==> src/rtl/gray_to_binary_tracker_pkg.sv <==
`default_nettype none
// ============================================================================
// Module   : gray_pkg
// Purpose  : Shared types and constants for the Gray-coded position tracker:
//            FSM state type, event record, reference Gray decode function and
//            the "down step" delta constant.
// Revision : 1.0  initial release
// ============================================================================
package gray_pkg;

    // Width of the Gray bus the event record is sized for. The tracker's W
    // parameter must be overridden together with this value.
    localparam int GRAY_W = 4;

    // A -1 step modulo 2^W shows up as an all-ones delta.
    localparam logic [GRAY_W-1:0] DELTA_DN = '1;

    typedef enum logic [1:0] {
        INIT = 2'd0,
        IDLE = 2'd1,
        PEND = 2'd2
    } state_t;

    typedef struct packed {
        logic [GRAY_W-1:0] bin;
        logic              dir_up;
        logic              step_err;
        logic              ovr;
    } event_rec_t;

    // Prefix-XOR Gray to binary conversion: each binary bit is the XOR of all
    // Gray bits at or above its position.
    function automatic logic [GRAY_W-1:0] gray2bin(input logic [GRAY_W-1:0] g);
        logic [GRAY_W-1:0] b;
        b[GRAY_W-1] = g[GRAY_W-1];
        for (int i = GRAY_W - 2; i >= 0; i--) begin
            b[i] = b[i+1] ^ g[i];
        end
        return b;
    endfunction

endpackage : gray_pkg
`default_nettype wire

==> src/rtl/gray_to_binary_tracker_dec.sv <==
`default_nettype none
// ============================================================================
// Module   : gray_to_binary
// Purpose  : Purely combinational W-bit Gray to binary decoder. Each output
//            bit is the XOR reduction of the Gray bits from its position up
//            to the MSB, so no bit depends on another output bit.
// Revision : 1.0  initial release
// ============================================================================
module gray_to_binary #(
    parameter int W = 4
) (
    input  logic [W-1:0] i_gray,
    output logic [W-1:0] o_bin
);

    genvar i;
    generate
        for (i = 0; i < W; i++) begin : g_bit
            assign o_bin[i] = ^i_gray[W-1:i];
        end
    endgenerate

endmodule : gray_to_binary
`default_nettype wire

==> src/rtl/gray_to_binary_tracker.sv <==
`default_nettype none
// ============================================================================
// Module   : gray_to_binary_tracker
// Purpose  : Receive side of a Gray-coded position interface. Captures (and
//            optionally synchronises) a Gray bus, decodes it, classifies each
//            change as +1 / -1 / illegal jump, keeps a wrapping position
//            count and hands one event record per change downstream over a
//            valid/ready handshake.
// Options  : GRAY_SYNC_EN - when defined, a two-flop synchroniser sits ahead
//            of the capture register (gray_in may be asynchronous, latency 3
//            edges). Undefined: single capture flop, latency 2 edges.
// Revision : 1.0  initial release
// ============================================================================
import gray_pkg::*;

module gray_to_binary_tracker #(
    parameter int W  = GRAY_W,
    parameter int CW = 8
) (
    input  logic          clk,
    input  logic          rst_n,
    input  logic [W-1:0]  gray_in,
    output logic [W-1:0]  bin_out,
    output logic          dir_up,
    output logic          step_err,
    output logic          ovr,
    output logic          bin_valid,
    input  logic          bin_ready,
    output logic [CW-1:0] pos_cnt
);

    localparam logic [W-1:0]  c_delta_up = {{(W-1){1'b0}}, 1'b1};
    localparam logic [CW-1:0] c_pos_one  = {{(CW-1){1'b0}}, 1'b1};

    logic [W-1:0]  r_g_q;
    logic [W-1:0]  w_bin;
    logic [W-1:0]  w_delta;
    logic          w_event;
    logic          w_up;
    logic          w_dn;
    logic          w_err;

    state_t        r_state;
    logic [W-1:0]  r_prev_bin;
    event_rec_t    r_rec;
    logic          r_valid;
    logic [CW-1:0] r_pos;

    // ------------------------------------------------------------------
    // Capture path. These flops carry no reset on purpose: they keep
    // sampling the bus while rst_n is low, so the INIT state sees the live
    // position on the first clock after release instead of a stale zero.
    // ------------------------------------------------------------------
`ifdef GRAY_SYNC_EN
    logic [W-1:0] r_sync1;

    // Two-flop synchroniser for an asynchronous Gray bus.
    always_ff @(posedge clk) begin
        r_sync1 <= gray_in;
        r_g_q   <= r_sync1;
    end
`else
    // Single capture flop; gray_in is expected to be synchronous to clk.
    always_ff @(posedge clk) begin
        r_g_q <= gray_in;
    end
`endif

    gray_to_binary #(
        .W (W)
    ) u_dec (
        .i_gray (r_g_q),
        .o_bin  (w_bin)
    );

    // Classify the change against the last position that produced an event.
    always_comb begin
        w_delta = w_bin - r_prev_bin;
        w_event = (r_state != INIT) && (w_delta != '0);
        w_up    = (w_delta == c_delta_up);
        w_dn    = (w_delta == DELTA_DN);
        w_err   = !w_up && !w_dn;
    end

    // Handshake FSM: loads, overwrites and retires the event record.
    always_ff @(posedge clk or negedge rst_n) begin
        if (!rst_n) begin
            r_state    <= INIT;
            r_prev_bin <= '0;
            r_rec      <= '0;
            r_valid    <= 1'b0;
        end else begin
            case (r_state)
                INIT: begin
                    r_prev_bin <= w_bin;
                    r_state    <= IDLE;
                end
                IDLE: begin
                    if (w_event) begin
                        r_prev_bin <= w_bin;
                        r_rec      <= '{bin: w_bin, dir_up: w_up, step_err: w_err, ovr: 1'b0};
                        r_valid    <= 1'b1;
                        r_state    <= PEND;
                    end
                end
                PEND: begin
                    if (w_event) begin
                        // Overwrite flag only when the held record was not taken.
                        r_prev_bin <= w_bin;
                        r_rec      <= '{bin: w_bin, dir_up: w_up, step_err: w_err, ovr: !bin_ready};
                    end else if (bin_ready) begin
                        r_valid <= 1'b0;
                        r_state <= IDLE;
                    end
                end
                default: begin
                    r_state <= INIT;
                    r_valid <= 1'b0;
                end
            endcase
        end
    end

    // Position counter follows every legal step, regardless of backpressure.
    always_ff @(posedge clk or negedge rst_n) begin
        if (!rst_n) begin
            r_pos <= '0;
        end else if (w_event) begin
            if (w_up) begin
                r_pos <= r_pos + c_pos_one;
            end else if (w_dn) begin
                r_pos <= r_pos - c_pos_one;
            end
        end
    end

    assign bin_out   = r_rec.bin;
    assign dir_up    = r_rec.dir_up;
    assign step_err  = r_rec.step_err;
    assign ovr       = r_rec.ovr;
    assign bin_valid = r_valid;
    assign pos_cnt   = r_pos;

endmodule : gray_to_binary_tracker
`default_nettype wire
==> config.mk <==
export PLATFORM = sky130hd
export DESIGN_NAME = gray_to_binary_tracker
export DESIGN_NICKNAME = d
export VERILOG_FILES = /design/src/rtl/gray_to_binary_tracker_pkg.sv /design/src/rtl/gray_to_binary_tracker_dec.sv /design/src/rtl/gray_to_binary_tracker.sv
export SDC_FILE = /design/constraint.sdc
export NUM_CORES = 1
export LEC_CHECK = 0
export ABC_AREA = 1
export CELL_PAD_IN_SITES_DETAIL_PLACEMENT = 0
export CELL_PAD_IN_SITES_GLOBAL_PLACEMENT = 1
export CORE_MARGIN = 4
export CORE_UTILIZATION = 24
export CTS_CLUSTER_DIAMETER = 80
export CTS_CLUSTER_SIZE = 14
export DETAILED_ROUTE_END_ITERATION = 12
export PLACE_DENSITY_LB_ADDON = 0.08
export SLEW_MARGIN = 20
export SYNTH_ARGS = -nofsm -noshare
export SYNTH_HDL_FRONTEND = slang
export SYNTH_SLANG_ARGS = --single-unit
export TNS_END_PERCENT = 1
==> constraint.sdc <==
create_clock -name clk -period 3.3 [get_ports clk]
set_clock_uncertainty 0.05 [all_clocks]
set_input_delay 0.495 -clock clk [delete_from_list [all_inputs] [get_ports clk]]
set_output_delay 0.495 -clock clk [all_outputs]
set_load 0.03 [all_outputs]
# ---- Word-level counts from Yosys, hierarchy flattened
# Index checks and enable logic that the tools add are counted.
dict set report word_totals {
  regBits 26
  in_bits 7
  word_cells 57
}
dict set report classes {
  n_addsub 3
  eq_ne 9
  mux 15
  n_bitwise 1
  reduce_logical 20
}
# cell count
set ops {}
lappend ops {{$mux 8} 2}
lappend ops {{$mux 7} 2}
lappend ops {{$pmux 7 s2} 1}
lappend ops {{$add 8x1->8 const B} 1}
lappend ops {{$ne 2x2->1 const B} 4}
lappend ops {{$pmux 4 s2} 1}
lappend ops {{$reduce_bool 2->1} 4}
lappend ops {{$sub 8x1->8 const B} 1}
lappend ops {{$mux 2} 3}
lappend ops {{$pmux 2 s3} 1}
lappend ops {{$reduce_and 3->1} 2}
lappend ops {{$eq 4x1->1 const B} 1}
lappend ops {{$eq 4x4->1 const B} 1}
lappend ops {{$mux 4} 1}
lappend ops {{$reduce_and 2->1} 2}
lappend ops {{$reduce_and 4->1} 1}
lappend ops {{$reduce_bool 4->1} 1}
lappend ops {{$reduce_xor 4->1} 1}
lappend ops {{$sub 4x4->4} 1}
lappend ops {{$logic_not 1->1} 3}
lappend ops {{$mux 1} 3}
lappend ops {{$pmux 1 s3} 1}
lappend ops {{$reduce_xor 3->1} 1}
lappend ops {{$eq 2x1->1 const B} 1}
lappend ops {{7 further kinds} 8}

# ---- Depth between registers and ports, before layout
# Gate-level depths: netlist (run 1).
dict set report depth {
  ltp_word 7
  ltp_mapped 19
  ltp_nobuf 19
}

# ---- Hierarchy
# From an unflattened synthesis (run 1), not the netlist that was laid out.
dict set report hier_totals {
  cells_unflattened 205
  hier_area_um2 1661.6
}
# mod instances cells_per_inst area_each_um2 seq_area_each_um2
set by_module_without_submodules {}
lappend by_module_without_submodules {gray_to_binary_tracker 1 184 1571.5 630.6}
lappend by_module_without_submodules {gray_to_binary 1 21 90.1 0.0}

# ---- Least setup slack after synthesis (run 1)
# No wires, ideal clock.
dict set report synth_timing {
  path_type {reg-to-reg}
  startpoint {reg r_g_q[3]}
  endpoint {reg r_pos[5], in the netlist pos_cnt[5]}
  setup_time_ps 123
  arrival_ps 3219
  t_required_ps 3127
  setup_slack_ps -92
  path_stages_with_launch 14
  synth_period_minus_slack_ps 3392
  cell_sequence {dfxtp_1 > xor2_2 > xor2_2 > xor2_2 > ha_1 > fa_1 > xor2_1 > nand3_2 > ha_1 > a21oi_1 > nand2_1 > a21boi_0 > xor2_1 > o21ai_1}
}
dict set report synth_between {
  elab_chain_len 5
  word_cells_on_any_way 11
}
# element line
set synth_rtl {}
lappend synth_rtl {{start, declared} gray_to_binary_tracker.sv:35} ;# logic [W-1:0] r_g_q;
lappend synth_rtl {{start signal, assigned} gray_to_binary_tracker.sv:65} ;# r_g_q <= gray_in;
lappend synth_rtl {{$reduce_xor 2->1 *} gray_to_binary_tracker_dec.sv:19} ;# assign o_bin[i] = ^i_gray[W-1:i];
lappend synth_rtl {{via u_dec.o_bin[2]} gray_to_binary_tracker_dec.sv:13} ;# output logic [W-1:0] o_bin
lappend synth_rtl {{$sub 4x4->4 *} gray_to_binary_tracker.sv:78} ;# w_delta = w_bin - r_prev_bin;
lappend synth_rtl {{$eq 4x1->1, or another cell as far along} gray_to_binary_tracker.sv:80} ;# w_up = (w_delta == c_delta_up);
lappend synth_rtl {{$reduce_bool 2->1 (no source line) / $logic_and 1x1->1 (equally long branches)} --}
lappend synth_rtl {{$reduce_and 2->1 (no source line)} --}
lappend synth_rtl {{end signal, assigned} gray_to_binary_tracker.sv:130} ;# r_pos <= r_pos + c_pos_one;
lappend synth_rtl {{end signal, assigned} gray_to_binary_tracker.sv:132} ;# r_pos <= r_pos - c_pos_one;
lappend synth_rtl {{end, declared} gray_to_binary_tracker.sv:47} ;# logic [CW-1:0] r_pos;
# The timed path passes the listed nets; every way through them passes the cells marked *.
# A chain may end at the register's enable or synchronous reset.

# ---- Final worst setup path (run 1)
# Same ends and word-level chain as after synthesis.

==> results.cfg, run 1 <==
[cts]
tritoncts = yes
cts_inserted_buffers = 3
ctsHoldBuffers = 0
htreeDepth = 1
root_buffer = clkbuf_8
clkLatencyLatePin_ns = 0.27
cts.sinks = 26
clkTransAtPathRegs_ns = 0.09
clock_path_buffers = 2

[global_routing]
grt_max_degree = 23
grt_pass1_wl_mm = 5.58
grt_overflow = 0
grt_pass1_vias = 1203
grt_use_total_pct = 9.31
antenna_found_initial = 0

[timing]
finalSetupViolCount = 0
fin_crit_ns = 3.09
slew_violations = 0
fmax_ghz = 0.323
finalWorstSetupSlack_ns = 0.207
hold_viol = 0
tightest_slew_ns = 0.403
rsz0062_at_grt = true
relSlewSlack_pct = 73.0
timing.hold.ws_ns = 0.431
setup_tns_ns = 0
finalCritPeriodShare_pct = 93.7

[finish]
nNetsFinal = 230
multi_input_area_um2 = 895
area_growth_pct = 35.1
final_cell_mix = nand2_1, dfrtp_1, clkdlybuf4s50_1
diodes = 0
drive_above_1_share_pct = 21.6
final_common_cell = nand2_1
fillers = 625
seqCellArea_um2 = 633

[worst_setup_path]
critPathMaxFanout = 8
path_buf_inv = 1
path_class = register to register
slowest_delay_ns = 0.55
crit_path_top_delay_cell = fa_2
crit_chain = xor2_2 -> xor2_2 -> xor2_2 -> ha_2 -> fa_2 -> inv_2 -> nor2_4 -> nand3_4 -> ha_4 -> a21oi_2 -> nand2_2 -> a21boi_2 -> xor2_1 -> o21ai_1
end_kind = register
start_kind = register
cp.required_ns = 3.41
crit_family = adder cells
worst_ep_arrival_time_ns = 3.21
crit_path_frequent_cell = xor2_2

[yosys]
synthArstFlopShare_pct = 84.6
ys_ff_latch = 26
ys_seq_area_share_pct = 41.4
synth.avg_cell_area_um2 = 8.76
synth-edff-count = 0
postSynthCellCount = 174
ys.flop_type = dfrtp_1
post_synth_num_cell_types = 27
synth-warning-count = 0
syn_nets = 195
synth_area_um2 = 1520

[route]
postRouteAntennaNets = 0
via_per_inst = 4.17
drt_iter0_drc = 26
num_vias = 1181
wl_mm = 3.34
drc = 0
first_pass_iters = 4
wl_per_cell_um = 11.8

[die]
die_height_um = 87.7
die_w_um = 87.7
core_um2 = 6030
row_count = 28
die-area_um2 = 7690
pin_count = 23
start_util_pct = 25.3

[placement]
dp_hpwl_mm = 2.51
io_buffers = 22
finalWeightedCongestion = 0.740
dp_slack_ns = -0.0416

[run]
maxCapViolCount = 0

[run_status]
status = completed

[hold_path]
hold_path_class = register to register
## state kept, by name (all words and copies together), names as in the netlist
register,flops
pos_cnt,8
bin_out,4
r_g_q,4
r_prev_bin,4
r_state,2
bin_valid,1
dir_up,1
ovr,1
step_err,1
## per-stage QoR
step | instance area [um2] | cells | util (%)
2_1_floorplan | 1540 | 174 | -
3_3_place_gp | 1900 | 277 | 31.5
5_1_grt | 2060 | 283 | 34.2
6_report | 2060 | 283 | 34.2
3_5_place_dp | 1900 | 277 | 31.5
4_1_cts | 1960 | 281 | 32.5
## layout make-up
cell class | count | area share, %
clock buffer | 4 | 2.67
inverter | 23 | 4.19
multi-input combinational | 123 | 43.5
sequential | 26 | 30.8
tap | 75 | 4.56
timing repair buffer | 32 | 14.3
## kinds of logic after synthesis
kind of cell,Yosys count,synth area share (%)
XOR/XNOR,10,7.23
AND/OR/NAND/NOR,71,20.7
flip-flops,26,41.4
adder cells (fa/ha/maj),14,12.5
buffers and inverters,25,7.14
AO/OA/AOI/OAI,28,11.1
## synth_stat cells, drive strengths merged (2+ instances only)
library cell	count	area share [%]
a21oi	8	3.4
buf	2	1.5
dfrtp	22	36
dfxtp	4	5.3
fa	2	2.6
ha	12	9.9
inv	23	5.7
nand2	51	13
nand3	12	4.6
nand4	3	1.2
nor2	3	0.74
o21ai	17	6.3
xnor2	4	2.3
xor2	6	4.9
## tightest hold or removal path, stage by stage, from the launching register on
cell,delay (ns)
dfrtp_1,0.36
nand2_1,0.05
nand2_1,0.05
## per-layer routing
layer  vias up  global-route usage, %  part of all wire, %
met2        15                   14.2                   44
met5         -                      0                    0
met1       545                   12.9                   51
met3         2                   2.07                  3.9
met4         0                   3.35                 0.69
li1        619                      -                    -
## worst paths after layout
path,to,startpoint,slack [ns],cells after the start
setup reg to reg,pos_cnt[5]$_DFFE_PN0P_,r_g_q[3]$_DFF_P_,0.21,14
hold reg to reg,bin_valid$_DFFE_PN0P_,bin_valid$_DFFE_PN0P_,0.43,2
setup / recovery,pos_cnt[5]$_DFFE_PN0P_,r_g_q[3]$_DFF_P_,0.21,14
min in group asynchronous,bin_out[2]$_DFFE_PN0P_,rst_n,0.53,2
hold / removal,bin_valid$_DFFE_PN0P_,bin_valid$_DFFE_PN0P_,0.43,2
max in group asynchronous,pos_cnt[3]$_DFFE_PN0P_,rst_n,2.44,2
## timing repair
action,4_1_cts,5_1_grt
setup buffers,0,2
hold endpoints to repair,0,0
resized for setup,2,17
setup endpoints to repair,3,4
gates cloned,0,0
pin swaps,0,7
Power of run 1 is not shown: default switching activity piles up to over one toggle a cycle in this logic, so the estimate is an artifact.
==> run 2: changes to the inputs <==
--- a/config.mk
+++ b/config.mk
@@ -13,6 +13,7 @@
 export CTS_CLUSTER_DIAMETER = 80
 export CTS_CLUSTER_SIZE = 14
 export DETAILED_ROUTE_END_ITERATION = 12
+export HOLD_SLACK_MARGIN = 0.08
 export PLACE_DENSITY_LB_ADDON = 0.08
 export SLEW_MARGIN = 20
 export SYNTH_ARGS = -nofsm -noshare
==> results of run 2 <==
Same layout as run 1: the final DEF is identical, and so are final timing and power.
Power of run 2 is left out for the same reason.
